$ cat src/rtl/vga_timing_gen_if.sv
// rtl/vga_timing_gen_if.sv - frame-buffer pixel fetch port
interface vga_timing_gen_if #(
  parameter int ADDR_BITS  = 20,
  parameter int COLOR_BITS = 3
);
  logic [ADDR_BITS-1:0]  req_addr;
  logic                  req_valid;
  logic [COLOR_BITS-1:0] pixel;

  modport master (output req_addr, output req_valid, input pixel);
  modport slave  (input req_addr, input req_valid, output pixel);
endinterface

$ cat src/rtl/vga_timing_gen.sv
// rtl/vga_timing_gen.sv - raster counters, sync generation and delay-matched pixel output
module vga_timing_gen #(
  parameter int H_BITS     = 10,
  parameter int V_BITS     = 10,
  parameter int PORCH_BITS = 8,
  parameter int ADDR_BITS  = 20,
  parameter int COLOR_BITS = 3,
  parameter int RD_LAT     = 1,
  parameter bit HSYNC_POL  = 1'b0,
  parameter bit VSYNC_POL  = 1'b0
) (
  input  logic                  clk,
  input  logic                  srst_n,
  input  logic [H_BITS-1:0]     cfg_width,
  input  logic [V_BITS-1:0]     cfg_height,
  input  logic [PORCH_BITS-1:0] cfg_h_fp,
  input  logic [PORCH_BITS-1:0] cfg_h_sync,
  input  logic [PORCH_BITS-1:0] cfg_h_bp,
  input  logic [PORCH_BITS-1:0] cfg_v_fp,
  input  logic [PORCH_BITS-1:0] cfg_v_sync,
  input  logic [PORCH_BITS-1:0] cfg_v_bp,
  input  logic                  cfg_update,
  output logic                  cfg_pending,
  output logic                  cfg_err,
  input  logic [COLOR_BITS-1:0] clear,
  vga_timing_gen_if.master      fb,
  output logic                  hsync,
  output logic                  vsync,
  output logic                  visible,
  output logic                  frame_start,
  output logic                  frame_end,
  output logic [COLOR_BITS-1:0] rgb
);
  localparam int HW = H_BITS + 2;
  localparam int VW = V_BITS + 2;

  typedef struct packed {
    logic [H_BITS-1:0]     w;
    logic [V_BITS-1:0]     h;
    logic [PORCH_BITS-1:0] hfp;
    logic [PORCH_BITS-1:0] hs;
    logic [PORCH_BITS-1:0] hbp;
    logic [PORCH_BITS-1:0] vfp;
    logic [PORCH_BITS-1:0] vs;
    logic [PORCH_BITS-1:0] vbp;
  } cfg_t;

  cfg_t act, pend, cand, cfg_in;

  assign cfg_in = {cfg_width, cfg_height, cfg_h_fp, cfg_h_sync, cfg_h_bp,
                   cfg_v_fp, cfg_v_sync, cfg_v_bp};

  logic [HW-1:0] w_x, hs_start, hs_end, h_total;
  logic [VW-1:0] h_x, vs_start, vs_end, v_total;

  assign w_x      = HW'(act.w);
  assign hs_start = w_x + HW'(act.hfp);
  assign hs_end   = hs_start + HW'(act.hs);
  assign h_total  = hs_end + HW'(act.hbp);
  assign h_x      = VW'(act.h);
  assign vs_start = h_x + VW'(act.vfp);
  assign vs_end   = vs_start + VW'(act.vs);
  assign v_total  = vs_end + VW'(act.vbp);

  logic [HW-1:0]        h_cnt;
  logic [VW-1:0]        v_cnt;
  logic [ADDR_BITS-1:0] addr_cnt;
  logic                 h_last, v_last, frame_wrap;
  logic                 vis0, hs0, vs0, fs0, fe0;

  assign h_last     = (h_cnt == h_total - HW'(1));
  assign v_last     = (v_cnt == v_total - VW'(1));
  assign frame_wrap = h_last && v_last;
  assign vis0       = (h_cnt < w_x) && (v_cnt < h_x);
  assign hs0        = (h_cnt >= hs_start) && (h_cnt < hs_end);
  assign vs0        = (v_cnt >= vs_start) && (v_cnt < vs_end);
  assign fs0        = (h_cnt == '0) && (v_cnt == '0);
  assign fe0        = (h_cnt == w_x) && (v_cnt == h_x - VW'(1));

  assign fb.req_valid = srst_n & vis0;
  assign fb.req_addr  = srst_n ? addr_cnt : '0;

  // A capture on the wrap cycle itself bypasses the pending set.
  logic apply, cand_ok;
  assign cand    = cfg_update ? cfg_in : pend;
  assign apply   = frame_wrap && (cfg_update || cfg_pending);
  assign cand_ok = (cand.w != '0) && (cand.h != '0) && (cand.hs != '0) && (cand.vs != '0);

  always_ff @(posedge clk) begin
    if (!srst_n) begin
      h_cnt       <= '0;
      v_cnt       <= '0;
      addr_cnt    <= '0;
      act         <= cfg_in;
      cfg_pending <= 1'b0;
      cfg_err     <= 1'b0;
    end else begin
      cfg_err <= 1'b0;
      h_cnt   <= h_last ? '0 : h_cnt + HW'(1);
      if (h_last)
        v_cnt <= v_last ? '0 : v_cnt + VW'(1);
      if (frame_wrap)
        addr_cnt <= '0;
      else if (vis0)
        addr_cnt <= addr_cnt + ADDR_BITS'(1);
      if (frame_wrap) begin
        cfg_pending <= 1'b0;
        if (apply) begin
          if (cand_ok)
            act <= cand;
          else
            cfg_err <= 1'b1;
        end
      end else if (cfg_update) begin
        pend        <= cfg_in;
        cfg_pending <= 1'b1;
      end
    end
  end

  // Flags ride alongside the read so they meet the returned pixel.
  logic [4:0] s0, sd;
  assign s0 = {vis0, hs0, vs0, fs0, fe0};

  generate
    if (RD_LAT == 0) begin : g_nolat
      assign sd = s0;
    end else begin : g_lat
      logic [4:0] pipe [RD_LAT];
      always_ff @(posedge clk) begin
        if (!srst_n) begin
          for (int i = 0; i < RD_LAT; i++) pipe[i] <= '0;
        end else begin
          pipe[0] <= s0;
          for (int i = 1; i < RD_LAT; i++) pipe[i] <= pipe[i-1];
        end
      end
      assign sd = pipe[RD_LAT-1];
    end
  endgenerate

  always_ff @(posedge clk) begin
    if (!srst_n) begin
      rgb         <= clear;
      hsync       <= ~HSYNC_POL;
      vsync       <= ~VSYNC_POL;
      visible     <= 1'b0;
      frame_start <= 1'b0;
      frame_end   <= 1'b0;
    end else begin
      rgb         <= sd[4] ? fb.pixel : '0;
      visible     <= sd[4];
      hsync       <= sd[3] ? HSYNC_POL : ~HSYNC_POL;
      vsync       <= sd[2] ? VSYNC_POL : ~VSYNC_POL;
      frame_start <= sd[1];
      frame_end   <= sd[0];
    end
  end
endmodule

$ cat src/flat_wrapper.sv
// flat-port wrapper written by rule: the top's interface ports become plain ports
module vga_timing_gen_flat 
#(
  parameter int H_BITS     = 10,
  parameter int V_BITS     = 10,
  parameter int PORCH_BITS = 8,
  parameter int ADDR_BITS  = 20,
  parameter int COLOR_BITS = 3,
  parameter int RD_LAT     = 1,
  parameter bit HSYNC_POL  = 1'b0,
  parameter bit VSYNC_POL  = 1'b0
)
  (clk, srst_n, cfg_width, cfg_height, cfg_h_fp, cfg_h_sync, cfg_h_bp, cfg_v_fp, cfg_v_sync, cfg_v_bp, cfg_update, cfg_pending, cfg_err, clear, hsync, vsync, visible, frame_start, frame_end, rgb, fb_req_addr, fb_req_valid, fb_pixel);
  vga_timing_gen_if #(.ADDR_BITS(ADDR_BITS), .COLOR_BITS(COLOR_BITS)) fb_i ();
  input  logic clk;
  input  logic srst_n;
  input  logic [H_BITS-1:0] cfg_width;
  input  logic [V_BITS-1:0] cfg_height;
  input  logic [PORCH_BITS-1:0] cfg_h_fp;
  input  logic [PORCH_BITS-1:0] cfg_h_sync;
  input  logic [PORCH_BITS-1:0] cfg_h_bp;
  input  logic [PORCH_BITS-1:0] cfg_v_fp;
  input  logic [PORCH_BITS-1:0] cfg_v_sync;
  input  logic [PORCH_BITS-1:0] cfg_v_bp;
  input  logic cfg_update;
  output logic cfg_pending;
  output logic cfg_err;
  input  logic [COLOR_BITS-1:0] clear;
  output logic hsync;
  output logic vsync;
  output logic visible;
  output logic frame_start;
  output logic frame_end;
  output logic [COLOR_BITS-1:0] rgb;
  output wire logic [$bits(fb_i.req_addr)-1:0] fb_req_addr;
  output wire logic [$bits(fb_i.req_valid)-1:0] fb_req_valid;
  input wire logic [$bits(fb_i.pixel)-1:0] fb_pixel;
  assign fb_req_addr = fb_i.req_addr;
  assign fb_req_valid = fb_i.req_valid;
  assign fb_i.pixel = fb_pixel;
  vga_timing_gen #(.H_BITS(H_BITS), .V_BITS(V_BITS), .PORCH_BITS(PORCH_BITS), .ADDR_BITS(ADDR_BITS), .COLOR_BITS(COLOR_BITS), .RD_LAT(RD_LAT), .HSYNC_POL(HSYNC_POL), .VSYNC_POL(VSYNC_POL)) u_core (.clk(clk), .srst_n(srst_n), .cfg_width(cfg_width), .cfg_height(cfg_height), .cfg_h_fp(cfg_h_fp), .cfg_h_sync(cfg_h_sync), .cfg_h_bp(cfg_h_bp), .cfg_v_fp(cfg_v_fp), .cfg_v_sync(cfg_v_sync), .cfg_v_bp(cfg_v_bp), .cfg_update(cfg_update), .cfg_pending(cfg_pending), .cfg_err(cfg_err), .clear(clear), .fb(fb_i), .hsync(hsync), .vsync(vsync), .visible(visible), .frame_start(frame_start), .frame_end(frame_end), .rgb(rgb));
endmodule
$ cat config.mk
export PLATFORM = sky130hd
export DESIGN_NAME = vga_timing_gen_flat
export DESIGN_NICKNAME = d
export VERILOG_FILES = /design/src/rtl/vga_timing_gen_if.sv /design/src/rtl/vga_timing_gen.sv /design/src/flat_wrapper.sv
export SDC_FILE = /design/constraint.sdc
export NUM_CORES = 1
export LEC_CHECK = 0
export ABC_AREA = 1
export CAP_MARGIN = 30
export CORE_MARGIN = 2
export CORE_UTILIZATION = 54
export CTS_BUF_LIST = sky130_fd_sc_hd__clkbuf_4 sky130_fd_sc_hd__clkbuf_8 sky130_fd_sc_hd__clkbuf_16
export DETAILED_ROUTE_END_ITERATION = 12
export PLACE_DENSITY = 0.85
export SLEW_MARGIN = 20
export SYNTH_ARGS = -nofsm -noshare
export SYNTH_HDL_FRONTEND = slang
export SYNTH_SLANG_ARGS = --single-unit
$ cat constraint.sdc
create_clock -name clk -period 9.4 [get_ports clk]
set_clock_uncertainty 0.2 [all_clocks]
set_input_delay 0.94 -clock clk [delete_from_list [all_inputs] [get_ports clk]]
set_output_delay 0.94 -clock clk [all_outputs]
set_load 0.1 [all_outputs]
==> results of run 1 <==
## worst paths after layout
check	cells after the start	start	slack (ns)	to
worst max-delay path	30	u_core.act[58]	2.69	u_core.act[31]
worst min register to register	1	u_core.g_lat.pipe[0][2]	0.18	u_core.vsync
worst max register to register	30	u_core.act[58]	2.69	u_core.act[31]
worst min-delay path	1	u_core.g_lat.pipe[0][2]	0.18	u_core.vsync
## registers in the layout, indices dropped and copies added (netlist names), 3 cells and up
signal             flops
u_core.g_lat.pipe      5
u_core.pend           68
u_core.h_cnt          12
u_core.act            68
u_core.rgb             3
u_core.addr_cnt       20
u_core.v_cnt          12
## worst register-to-register path: cells and delay by family (launching register included)
family                   cells  cell delay [ns]
flip-flops                   1             0.38
adder cells (fa/ha/maj)      4             1.28
XOR/XNOR                     1             0.20
AO/OA/AOI/OAI                5             1.44
buffers and inverters        5             0.87
AND/OR/NAND/NOR             15             1.96
## cells in the mapped netlist (all sizes together) (4+ instances only)
| cell type | instances | share of area (%) |
|---|---|---|
| a21boi | 4 | 0.22 |
| a21o | 5 | 0.28 |
| a21oi | 68 | 2.6 |
| a31o | 4 | 0.26 |
| a31oi | 4 | 0.18 |
| buf | 10 | 0.42 |
| clkbuf | 29 | 0.80 |
| dfxtp | 59 | 8.7 |
| edfxtp | 136 | 30 |
| fa | 6 | 0.89 |
| ha | 116 | 11 |
| inv | 300 | 8.3 |
| nand2 | 442 | 13 |
| nand3 | 118 | 4.6 |
| nand3b | 5 | 0.28 |
| nand4 | 32 | 1.5 |
| nor2 | 90 | 2.7 |
| nor3 | 18 | 0.75 |
| nor4 | 15 | 0.69 |
| o21ai | 161 | 6.0 |
| o21bai | 4 | 0.22 |
| or2 | 36 | 1.7 |
| xnor2 | 25 | 1.6 |
| xor2 | 43 | 2.8 |
## layout by cell type (no fill, tap or decap), drive strengths merged, types with 59 or more instances in the layout
cell and instances:
clkdlybuf4s50 106, inv 307, dfxtp 59, nand3 118, ha 116, a21oi 68, o21ai 161, edfxtp 136
nor2 90, nand2 442
## cell type report
class                   instances  share of cell area (%)
flip-flops and latches        195                    34.0
inverters                     301                    7.29
clock inverters                15                    1.15
repair buffers                111                    7.09
clock buffers                  17                    2.74
multi-input cells            1218                    45.2
well taps                     324                    2.61
## per-stage QoR
stage,setup slack (ns),instances
floorplan,1.52,1753
global placement,3.08,2149
detailed placement,2.81,2149
CTS,2.73,2181
global route,2.16,2181
finish,2.69,2181
## power by group
part           switching [uW]  leakage [uW]  internal (uW)
combinational             881       0.00514            533
clock                     379      0.000290            362
sequential               27.4       0.00182            977
## routing by layer
metal	vias to the layer above	routed length, um
met4	0	824
met1	5567	14600
met2	502	15300
met3	72	2590
li1	5930	-
met5	-	0
## kinds of logic (layout without fill, tap and decap cells)
family / after synthesis / count (layout) / synth area share (%)
xor gates and xnor gates: 68 / 68 / 4.40
AOI/OAI and AO/OA: 267 / 267 / 10.7
other: 1 / 2 / 0.0277
buffers and inverters: 340 / 444 / 9.56
DFF: 195 / 195 / 38.9
adders and majority gates: 123 / 123 / 11.7
and+or+nand+nor: 758 / 758 / 24.8
==> metrics.md, run 1 <==
| Metric | Value |
|---|---|
| Outcome | `completed` |
| CP most frequent cell | `nand2_1` |
| Max Clk Rate | `between 100 and 150 MHz` |
| DIE AREA | `around 26,000 sq um` |
| Total grt overflow | `0` |
| Largest net degree at the start of global routing | `101` |
| CP Max Fanout | `41` |
| Global-route usage over all layers | `approximately a quarter` |
| Area grow syn2layout | `14.4%` |
| Die H | `162 um` |
| EDFF count, synth | `136` |
| GR Layer Usage met1 | `36.0%` |
| Seq. cell area | `about 5300 sq um` |
| Global-route wire length before repair | `54.6 mm` |
| Share of layout cells above drive strength 1 | `6.30%` |
| Final Power | `3160 uW` |
| Antenna Violating Nets Remaining | `0` |
| Met3 Use GR | `2.72%` |
| Netlist cell types | `52` |
| Number of fill cells in the layout | `1,966` |
| CP top delay family | `simple AND/OR/NAND/NOR gates` |
| Antenna violations before repair | `0` |
| Core Area | `roughly 24,000 sq um` |
| Hold Path Class | `register to register` |
| Final #Nets | `2,043` |
| Hold buffer count at CTS | `0` |
| WS Path Type | `register to register` |
| Final Max Slew Viols | `0` |
| DRC errors left | `0` |
| Final core utilization | `63.4%` |
| Die W | `around 160 um` |
| Post-Syn Area per Cell | `roughly 7.7 sq um` |
| Drt first pass iters | `5` |
| DP HPWL | `25.1 mm` |
| Drt wl/cell | `15.3 um` |
| CP Launch Type | `register` |
| Clock Tree Root | `clkbuf_16` |
| Number of synthesized register bits | `195` |
| Ant. Diodes | `0` |
| Post-CTS setup buffer count | `0` |
| Max incr delay on CP | `0.77 ns` |
| Syn Inst Count | `1,752` |
| Vias | `approximately 12,000` |
| Sequential cell area fraction in the yosys report | `38.9%` |
| Row Count | `57` |
| Final Setup Violations | `0` |
| Final Critical Period | `6.71 ns` |
| Initial drt markers | `1,016` |
| CP max stage cell | `o21ai_4` |
| Clock buffer depth | `2` |
| Peak supply drop | `between 0.0001 and 0.00015 V` |
| Arrival time worst endpoint | `around 6.6 ns` |
| Grt met2 use | `just over 40%` |
| Final hold slack | `0.178 ns` |
| GP Congestion | `~0.97` |
| Vias in the first global route | `11,500` |
| RSZ-0062 raised after global routing | `false` |
| Synth async-reset ratio | `0%` |
| Worst-Margin Slew | `1.02 ns` |
| Total of max-cap violations | `0` |
| I/O Pins | `between 100 and 150` |
| Setup_tns | `0 ns` |
| Ys Warns | `0` |
| Final hold violation count | `0` |
| Final instance area | `about 16,000 sq um` |
| Leak pwr | `0.00725 uW` |
| GRT Max-Usage Layer | `met2` |
| Pwr/cell area | `204 nW/um^2` |
| Starting Density | `55.4%` |
| CTS sink count | `195` |
| Critical Path End Type | `register` |
| CTS buffer count | `17` |
| Max-slew headroom | `31.6%` |
| H-Tree Depth | `4` |
| Cell Area, Placed | `14,900 sq um` |
| Worst Path Buf+Inv | `5` |
| Clk pin slew, worst setup/hold paths | `roughly 0.08 ns` |
| Multi-input logic area | `7000 sq um` |
| Most used DFF post-synth | `edfxtp_1` |
| Port Buffers | `107` |
| Detailed Route WL | `33.4 mm` |
| Worst skew pair latency | `0.44 ns` |
| CP Data Required Time | `9.28 ns` |
| Post-Syn Area | `13,500 sq um` |
| CTS tree | `built` |
| Post-CTS sizing | `0` |
| Vias per std cell | `5.53` |
| Final period util | `slightly above 70%` |
Power figures use the tool's default switching activity.
==> inputs of run 2 (changes only) <==
--- a/config.mk
+++ b/config.mk
@@ -8,10 +8,10 @@
 export ABC_AREA = 1
 export CAP_MARGIN = 30
 export CORE_MARGIN = 2
-export CORE_UTILIZATION = 54
+export CORE_UTILIZATION = 60
 export CTS_BUF_LIST = sky130_fd_sc_hd__clkbuf_4 sky130_fd_sc_hd__clkbuf_8 sky130_fd_sc_hd__clkbuf_16
 export DETAILED_ROUTE_END_ITERATION = 12
-export PLACE_DENSITY = 0.85
+export PLACE_DENSITY = 0.89
 export SLEW_MARGIN = 20
 export SYNTH_ARGS = -nofsm -noshare
 export SYNTH_HDL_FRONTEND = slang
==> constraint.sdc (replaced) <==
create_clock -name clk -period 6.3 [get_ports clk]
set_clock_uncertainty 0.2 [all_clocks]
set_input_delay 0.63 -clock clk [delete_from_list [all_inputs] [get_ports clk]]
set_output_delay 0.63 -clock clk [all_outputs]
set_load 0.1 [all_outputs]
==> metrics.md, run 2 (synthesis gave the netlist of run 1 again) <==
| Metric | Value |
|---|---|
| Outcome | `completed` |
| Hold Crit Depth | `1` |
| Ant. Diodes | `0` |
| CTS buffer count | `17` |
| FF-to-FF End | `u_core.act[56]` |
| Hold Path Sink | `u_core.vsync` |
| Final hold violation count | `0` |
| Vias per std cell | `5.75` |
| Largest net degree at the start of global routing | `76` |
| Peak supply drop | `0.000191 V` |
| Final instance area | `approximately 16,000 sq um` |
| Drt first pass iters | `6` |
| Leak pwr | `0.00734 uW` |
| Biggest regs | `u_core.act (68), u_core.pend (68), u_core.addr_cnt (20)` |
| WS Path Type | `register to register` |
| Hold Startpoint | `u_core.g_lat.pipe[0][2]` |
| Drt wl/cell | `16.5 um` |
| Most frequent cells in the layout | `nand2_1 (428), inv_1 (287), o21ai_0 (158)` |
| Global-route usage over all layers | `between 20% and 30%` |
| Worst skew pair latency | `0.46 ns` |
| Clock buffer depth | `2` |
| Die H | `154 um` |
| CP Launch Type | `register` |
| Setup_tns | `0 ns` |
| Max Clk Rate | `171 MHz` |
| Initial drt markers | `1,325` |
| Worst-case reg-to-reg path depth | `32` |
| Global-route wire length before repair | `55.4 mm` |
| CP Data Required Time | `6.25 ns` |
| Critical Path End Type | `register` |
| Clk pin slew, worst setup/hold paths | `0.09 ns` |
| Final Critical Period | `slightly below 6 ns` |
| CTS tree | `built` |
| DRC errors left | `0` |
| Detailed Route WL | `35.4 mm` |
| R2r startpoint | `u_core.act[58]` |
| Vias in the first global route | `11,500` |
| Row Count | `54` |
| Max incr delay on CP | `0.41 ns` |
| CP Max Fanout | `17` |
| FF-to-FF setup slack | `between 0.4 and 0.5 ns` |
| Clock Tree Root | `clkbuf_16` |
| Hold buffer count at CTS | `0` |
| Worst Path Buf+Inv | `7` |
| CP top delay family | `simple AND/OR/NAND/NOR gates` |
| Arrival time worst endpoint | `roughly 5.8 ns` |
| H-Tree Depth | `4` |
| Critical Path Start | `u_core.act[58]` |
| Number of fill cells in the layout | `1,571` |
| Core Area | `approximately 22,000 sq um` |
| Share of layout cells above drive strength 1 | `6.86%` |
| Final period util | `92.9%` |
| Max-slew headroom | `around 30%` |
| DIE AREA | `23,800 sq um` |
| GP Congestion | `approximately 1` |
| Total of max-cap violations | `0` |
| Final Max Slew Viols | `0` |
| Vias | `12,300` |
| Die W | `154 um` |
| CP max stage cell | `fa_1` |
| I/O Pins | `108` |
| Hold Path Class | `register to register` |
| Final #Nets | `between 2,000 and 2,500` |
| Port Buffers | `107` |
| Final Setup Violations | `0` |
| Antenna Violating Nets Remaining | `0` |
| Pwr/cell area | `about 310 nW/um^2` |
| Worst-Margin Slew | `approximately 1.1 ns` |
| Cell Area, Placed | `14,900 sq um` |
| Most common cell after layout, fill and taps aside | `nand2_1` |
| CTS sink count | `about 200` |
| Starting Density | `61.5%` |
| CP most frequent cell | `nand2_1` |
| Total grt overflow | `0` |
| Antenna violations before repair | `0` |
| DP HPWL | `25.0 mm` |
| Area grow syn2layout | `15.3%` |
| RSZ-0062 raised after global routing | `false` |
## run 2: power by group
| group | switching [uW] | internal, uW |
|---|---|---|
| Combinational | 1330 | 819 |
| Clock | 560 | 572 |
| Sequential | 43.2 | 1460 |
| Total | 1930 | 2850 |
## run 2: area by class of cell
cell class | count | area (sq um) | share of cell area, %
clock buffer | 17 | 425 | 2.72
clock inverter | 15 | 180 | 1.15
inverter | 301 | 1130 | 7.25
multi-input combinational | 1218 | 7020 | 44.9
sequential | 195 | 5270 | 33.7
tap | 280 | 350 | 2.24
timing repair buffer | 121 | 1250 | 8.00
## run 2: worst max path at each step
stage | end | cells after the start
CTS | u_core.pend[24] | 33
detailed placement | u_core.pend[24] | 33
global placement | u_core.pend[24] | 32
finish | u_core.act[56] | 32
floorplan | u_core.act[0] | 26
global route | u_core.act[10] | 32
## run 2: timing repair
item,CTS,global route
buffers inserted,0,4
endpoints found under the setup margin,0,124
gates resized for setup,0,9
endpoints found under the hold margin,0,0
## run 2: layer usage
metal / part of all wire, % / global-route usage, % / vias to the layer above / wire length, um
met3: 8.7 / 4.51 / 98 / 3090
met2: 46 / 47.8 / 669 / 16300
li1: - / - / 5964 / -
met1: 42 / 39.1 / 5617 / 15000
met5: 0 / 0 / - / 0
met4: 2.9 / 9.88 / 0 / 1020
## run 2: per-stage QoR
| stage | hold slack (ns) | worst slack, ns | total power (uW) | util [%] | cells |
|---|---|---|---|---|---|
| after floorplan | 0.152 | 0.360 | 3160 | - | 1753 |
| after global placement | 0.161 | 0.732 | 3500 | 67.6 | 2108 |
| after detailed placement | 0.159 | 0.554 | 3580 | 67.6 | 2108 |
| after CTS | 0.177 | 0.414 | 4710 | 70.4 | 2140 |
| after global routing | 0.186 | 0.00285 | 5120 | 70.9 | 2147 |
| final | 0.173 | 0.448 | 4780 | 70.9 | 2147 |
